$ cat src/rtl/mux2_to_1_arb_if.sv
`default_nettype none
// ============================================================================
// Module      : mux2_to_1_arb_if
// Description : Handshake bundle for the two-lane to one-lane stream merger.
//               Carries both upstream lanes (data/valid/ready) and the
//               tagged downstream stream (data/valid/ready/sel).
// Modports    : master - arbiter side (drives readies and the output stream)
//               slave  - environment side (drives lane data/valid and
//                        downstream ready)
// Signals     : in_0/in_0_valid/in_0_ready   lane 0 stream
//               in_1/in_1_valid/in_1_ready   lane 1 stream
//               mux_out/mux_out_valid/mux_out_ready/mux_out_sel  merged stream
// Revision    : 1.0 - initial release
// ============================================================================
interface mux2_to_1_arb_if #(
    parameter int N = 10
);
    logic [N-1:0] in_0;
    logic         in_0_valid;
    logic         in_0_ready;
    logic [N-1:0] in_1;
    logic         in_1_valid;
    logic         in_1_ready;
    logic [N-1:0] mux_out;
    logic         mux_out_valid;
    logic         mux_out_ready;
    logic         mux_out_sel;

    modport master (
        input  in_0, in_0_valid, in_1, in_1_valid, mux_out_ready,
        output in_0_ready, in_1_ready, mux_out, mux_out_valid, mux_out_sel
    );

    modport slave (
        output in_0, in_0_valid, in_1, in_1_valid, mux_out_ready,
        input  in_0_ready, in_1_ready, mux_out, mux_out_valid, mux_out_sel
    );
endinterface
`default_nettype wire

$ cat src/rtl/mux2_to_1_arb.sv
`default_nettype none
// ============================================================================
// Module      : mux2_to_1_arb
// Description : Merges two valid/ready lanes into one registered output
//               stream with round-robin arbitration; each output beat is
//               tagged with its source lane (mux_out_sel).
// Ports       : clk  - clock, all state updates on rising edge
//               rst  - synchronous active-high reset
//               bus  - mux2_to_1_arb_if.master (lane inputs, merged output)
// Parameters  : N    - data width (must match the connected interface)
// Macros      : MUX2_FIXED_PRIO_EN - when defined, lane 0 always wins ties
//               and the round-robin priority register is removed.
// Revision    : 1.0 - initial release
// ============================================================================
module mux2_to_1_arb #(
    parameter int N = 10
) (
    input  wire logic        clk,
    input  wire logic        rst,
    mux2_to_1_arb_if.master  bus
);

    logic [N-1:0] data_q, data_d;
    logic         sel_q,  sel_d;
    logic         valid_q, valid_d;

    logic         load;
    logic         grant_0;
    logic         grant_1;
    logic         acc_0;
    logic         acc_1;

    // The output register may take a new beat when empty or being drained
    // this cycle; this makes mux_out_ready -> in_*_ready combinational.
    assign load = !valid_q || bus.mux_out_ready;

`ifdef MUX2_FIXED_PRIO_EN
    // Lane 0 has absolute priority; lane 1 only when lane 0 is idle.
    assign grant_0 = bus.in_0_valid;
    assign grant_1 = bus.in_1_valid && !bus.in_0_valid;
`else
    logic prio_q, prio_d;

    // On contention the lane matching prio wins; a lone valid always wins.
    assign grant_0 = bus.in_0_valid && (!bus.in_1_valid || !prio_q);
    assign grant_1 = bus.in_1_valid && (!bus.in_0_valid ||  prio_q);
`endif

    // Grants already imply valid, so ready doubles as the accept strobe.
    assign bus.in_0_ready = load && grant_0;
    assign bus.in_1_ready = load && grant_1;
    assign acc_0          = bus.in_0_ready;
    assign acc_1          = bus.in_1_ready;

    always_comb begin
        data_d  = data_q;
        sel_d   = sel_q;
        valid_d = valid_q;
        if (load) begin
            if (acc_0) begin
                data_d  = bus.in_0;
                sel_d   = 1'b0;
                valid_d = 1'b1;
            end else if (acc_1) begin
                data_d  = bus.in_1;
                sel_d   = 1'b1;
                valid_d = 1'b1;
            end else begin
                // Drain: data and sel are kept, only valid drops.
                valid_d = 1'b0;
            end
        end
    end

`ifndef MUX2_FIXED_PRIO_EN
    // After serving lane k the other lane gets priority.
    always_comb begin
        prio_d = prio_q;
        if (acc_0) begin
            prio_d = 1'b1;
        end else if (acc_1) begin
            prio_d = 1'b0;
        end
    end

    always_ff @(posedge clk) begin
        if (rst) begin
            prio_q <= 1'b0;
        end else begin
            prio_q <= prio_d;
        end
    end
`endif

    always_ff @(posedge clk) begin
        if (rst) begin
            data_q  <= '0;
            sel_q   <= 1'b0;
            valid_q <= 1'b0;
        end else begin
            data_q  <= data_d;
            sel_q   <= sel_d;
            valid_q <= valid_d;
        end
    end

    assign bus.mux_out       = data_q;
    assign bus.mux_out_sel   = sel_q;
    assign bus.mux_out_valid = valid_q;

endmodule
`default_nettype wire

$ cat src/flat_wrapper.sv
// flat-port wrapper written by rule: the top's interface ports become plain ports
module mux2_to_1_arb_flat 
#(
    parameter int N = 10
)
  (clk, rst, bus_in_0, bus_in_0_valid, bus_in_1, bus_in_1_valid, bus_mux_out_ready, bus_in_0_ready, bus_in_1_ready, bus_mux_out, bus_mux_out_valid, bus_mux_out_sel);
  mux2_to_1_arb_if #(.N(N)) bus_i ();
  input  wire logic clk;
  input  wire logic rst;
  input wire logic [$bits(bus_i.in_0)-1:0] bus_in_0;
  input wire logic [$bits(bus_i.in_0_valid)-1:0] bus_in_0_valid;
  input wire logic [$bits(bus_i.in_1)-1:0] bus_in_1;
  input wire logic [$bits(bus_i.in_1_valid)-1:0] bus_in_1_valid;
  input wire logic [$bits(bus_i.mux_out_ready)-1:0] bus_mux_out_ready;
  output wire logic [$bits(bus_i.in_0_ready)-1:0] bus_in_0_ready;
  output wire logic [$bits(bus_i.in_1_ready)-1:0] bus_in_1_ready;
  output wire logic [$bits(bus_i.mux_out)-1:0] bus_mux_out;
  output wire logic [$bits(bus_i.mux_out_valid)-1:0] bus_mux_out_valid;
  output wire logic [$bits(bus_i.mux_out_sel)-1:0] bus_mux_out_sel;
  assign bus_i.in_0 = bus_in_0;
  assign bus_i.in_0_valid = bus_in_0_valid;
  assign bus_i.in_1 = bus_in_1;
  assign bus_i.in_1_valid = bus_in_1_valid;
  assign bus_i.mux_out_ready = bus_mux_out_ready;
  assign bus_in_0_ready = bus_i.in_0_ready;
  assign bus_in_1_ready = bus_i.in_1_ready;
  assign bus_mux_out = bus_i.mux_out;
  assign bus_mux_out_valid = bus_i.mux_out_valid;
  assign bus_mux_out_sel = bus_i.mux_out_sel;
  mux2_to_1_arb #(.N(N)) u_core (.clk(clk), .rst(rst), .bus(bus_i));
endmodule
$ cat config.mk
export PLATFORM = sky130hd
export DESIGN_NAME = mux2_to_1_arb_flat
export DESIGN_NICKNAME = d
export VERILOG_FILES = /design/src/rtl/mux2_to_1_arb_if.sv /design/src/rtl/mux2_to_1_arb.sv /design/src/flat_wrapper.sv
export SDC_FILE = /design/constraint.sdc
export NUM_CORES = 1
export LEC_CHECK = 0
export BUFFER_PORTS_ARGS = -buffer_cell sky130_fd_sc_hd__buf_2
export CORE_MARGIN = 1.5
export CORE_UTILIZATION = 42
export DETAILED_ROUTE_END_ITERATION = 10
export GPL_TIMING_DRIVEN = 1
export PLACE_DENSITY_LB_ADDON = 0.12
export SLEW_MARGIN = 10
export SYNTH_ARGS = -nofsm -noshare
export SYNTH_HDL_FRONTEND = slang
export SYNTH_SLANG_ARGS = --single-unit
$ cat constraint.sdc
create_clock -name clk -period 1.4 [get_ports clk]
set_input_delay 0.42 -clock clk [delete_from_list [all_inputs] [get_ports clk]]
set_output_delay 0.42 -clock clk [all_outputs]
set_load 0.03 [all_outputs]
==> impl_metrics.ini <==
[power]
power_frac_comb_pct = 33.6
seq_power_share_pct = 42.8
p_total_mw = 0.984
switching_share_pct = 33.5
leakage_nw = 0.472
power.density_nw_per_um2 = 955
ir_drop_mv = 0.532
power_switching_mw = 0.330
p_int_mw = 0.655
power_frac_clock_pct = 23.5

[critical_path]
crit_slowest_cell = dfxtp_2
r2r_cells = 5
critPathCaptureType = output pin
crit_type = reg -> out
r2r_end = u_core.bus.mux_out[7]$_SDFFE_PP0P_
required_ns = 0.98
worstReg2RegStart = u_core.bus.mux_out_valid$_SDFFE_PP0P_
critPathTopFamily = flip-flops
arrival_ns = 1.08
start_kind = register
path_cells = and2b_1 > nor3_4 > buf_6
cpPeakStageDelay_ns = 0.33
critPathBufInv = 1
cp_max_fo = 3
regToRegSetupSlack_ns = 0.16

[clock_tree]
clock_sinks = 13
cts_tree = built
clk_latency_ns = 0.27
root_buffer = clkbuf_4
cts_buffers = 3
htreeDepth = 1
clock_path_buffers = 2
clkTransAtPathRegs_ns = 0.08
postCtsHoldBufs = 0

[final_layout]
multi_input_comb_area_um2 = 409
layout-drive-gt1-share_pct = 49.6
area_delta_synth_final_pct = 44.1
fin_nets = 149
num_antenna_cells = 0
regArea_um2 = 263
instances_no_fill = 139
fill_cells = 149

[detailed_routing]
detail-route-antenna-nets = 0
avgViaCountPerCell = 5.88
drt-total-wl_um = 2020
wl_per_cell_um = 14.5
vias = 818
drtIter0Drc = 24
drtPass1Iterations = 6
drc = 0

[logic_synthesis]
yosysWarnings = 0
synth_nets = 104
synth_cells = 79
ys_ff_latch = 13
synth.avg_cell_area_um2 = 9.06
ys_seq_area_share_pct = 36.4
synthesis.area_um2 = 716
synth.lib_cells_used.distinct = 20

[sta]
hold_violations = 0
rsz0062_at_grt = yes
tightestPinTransition_ns = 0.269
max-slew-margin-rel_pct = 82.1
finalSetupViolCount = 2
slew_viol_final = 0
clock.fmax_mhz = 665
setup_slack_ns = -0.104
fin_hold_ws_ns = 0.415
fin_crit_ns = 1.50
clock_skew_ns = 0.00275
fin_crit_sh_pct = 107

[floorplan]
die_h_um = 44.3
initial_utilization_pct = 45.9
io_pins = 39
die_area_um2 = 1960
rows = 14
core_area_um2 = 1560
die_x_um = 44.3

[run]
cap_violations = 0

[placed_design]
portBuffers = 38
hpwl_um = 1400
gp_congestion = 0.774
place_inst = 134

[hold_path]
hold_class = in -> reg
hold_depth = 3
holdPathEnd = u_core.bus.mux_out[0]$_SDFFE_PP0P_
hold_start = bus_in_1[0]

[global_routing]
antenna_found_initial = 0
grt_pass1_vias = 741
grt_max_degree = 21
grt_overflow_total = 0
track_usage_pct = 22.5
grt_pass1_wl_um = 3330

[run_status]
status = finished, violations left
violations = negative setup slack
==> metal layers <==
metal | vias to the layer above | GRT usage, % | routed length [um]
met4 | 0 | 7.27 | 9
li1 | 405 | - | -
met2 | 32 | 37.1 | 966
met1 | 379 | 30.1 | 940
met3 | 2 | 3.67 | 104
met5 | - | 0 | 0
==> stage by stage <==
step,utilization (%),setup TNS [ns],instance area [um^2],worst slack (ns)
floorplan,-,-0.0587,744,-0.0550
global placement,62.8,-0.236,978,-0.0722
detailed placement,62.8,-0.386,978,-0.0945
CTS,66.1,-0.191,1030,-0.102
global route,66.1,-0.318,1030,-0.185
finish,66.1,-0.186,1030,-0.104
==> state kept, by name, summed over array words and instances, names as in the netlist <==
register,cells
u_core.bus.mux_out,10
u_core.bus.mux_out_valid,1
u_core.prio_q,1
u_core.bus.mux_out_sel,1
==> synthesized netlist by cell type <==
library cell | n | area [um^2]
a311oi_2 | 1 | 15.0
nand4b_1 | 10 | 87.6
or2_1 | 1 | 6.26
buf_2 | 5 | 25.0
nor3_1 | 1 | 5.00
clkbuf_1 | 3 | 11.3
dfxtp_1 | 13 | 260
buf_4 | 1 | 7.51
or2b_1 | 1 | 7.51
inv_1 | 2 | 7.51
buf_6 | 1 | 11.3
a311oi_1 | 10 | 87.6
and2b_1 | 1 | 7.51
a21oi_1 | 12 | 60.1
o31ai_1 | 10 | 75.1
nand3_1 | 1 | 5.00
o21ai_1 | 1 | 5.00
nand2b_1 | 1 | 6.26
and2_4 | 2 | 17.5
nor2_1 | 2 | 7.51
==> power groups by stage <==
stage | combinational [mW] | clock [mW] | sequential (mW)
final | 0.331 | 0.232 | 0.422
after detailed placement | 0.318 | 0 | 0.431
after global placement | 0.315 | 0 | 0.429
after CTS | 0.331 | 0.240 | 0.422
after floorplan | 0.149 | 0 | 0.494
after global routing | 0.357 | 0.258 | 0.427
==> layout by cell type, fill, tap and decap left out <==
cell type	netlist	routed
a21oi_1	12	12
a311oi_1	10	10
a311oi_2	1	1
and2_4	2	2
and2b_1	1	1
buf_12	0	1
buf_2	5	36
buf_4	1	11
buf_6	1	2
clkbuf_1	3	1
clkbuf_4	0	3
dfxtp_1	13	11
dfxtp_2	0	2
inv_1	2	1
inv_2	0	1
nand2b_1	1	1
nand3_2	0	1
nand4b_1	10	10
nor2_1	2	2
nor3_4	0	1
o21ai_1	1	1
o31ai_1	10	10
or2_1	1	1
or2b_1	1	1
==> cell families after synthesis <==
family	count (synthesis)	synth area share, %
DFF	13	36.4
AOI/OAI and AO/OA	34	33.9
and+or+nand+nor	20	21.0
buffers and inverters	12	8.74
==> final cells by class <==
class                      instances  share of cell area (%)
clock buffer                       4                    2.55
inverter                           2                   0.728
multi-input combinational         54                    39.7
sequential                        13                    25.5
tap                               16                    1.94
timing repair buffer              50                    29.6
==> how the worst max path moves through the flow <==
stage | end | slack [ns] | depth (start not counted) | startpoint
2_1_floorplan | bus_in_0_ready | -0.05 | 3 | bus_mux_out_ready
3_3_place_gp | bus_in_1_ready | -0.07 | 5 | bus_in_0_valid
5_1_grt | bus_in_0_ready | -0.19 | 3 | u_core.bus.mux_out_valid$_SDFFE_PP0P_
4_1_cts | bus_in_0_ready | -0.10 | 3 | u_core.bus.mux_out_valid$_SDFFE_PP0P_
6_report | bus_in_0_ready | -0.10 | 3 | u_core.bus.mux_out_valid$_SDFFE_PP0P_
3_5_place_dp | bus_in_1_ready | -0.09 | 5 | bus_in_0_valid
==> worst register-to-register path: cells and delay by family (launching register included) <==
kind / cells / cell delay [ns]
DFF: 1 / 0.33
buffers and inverters: 2 / 0.32
and+or+nand+nor: 2 / 0.22
AOI/OAI and AO/OA: 1 / 0.27
==> repair_timing <==
item,CTS,global route
pin swaps,1,0
buffers inserted,1,0
resized for setup,6,0
setup endpoints to repair,2,2
No activity file was read; power rests on OpenSTA's default activity.
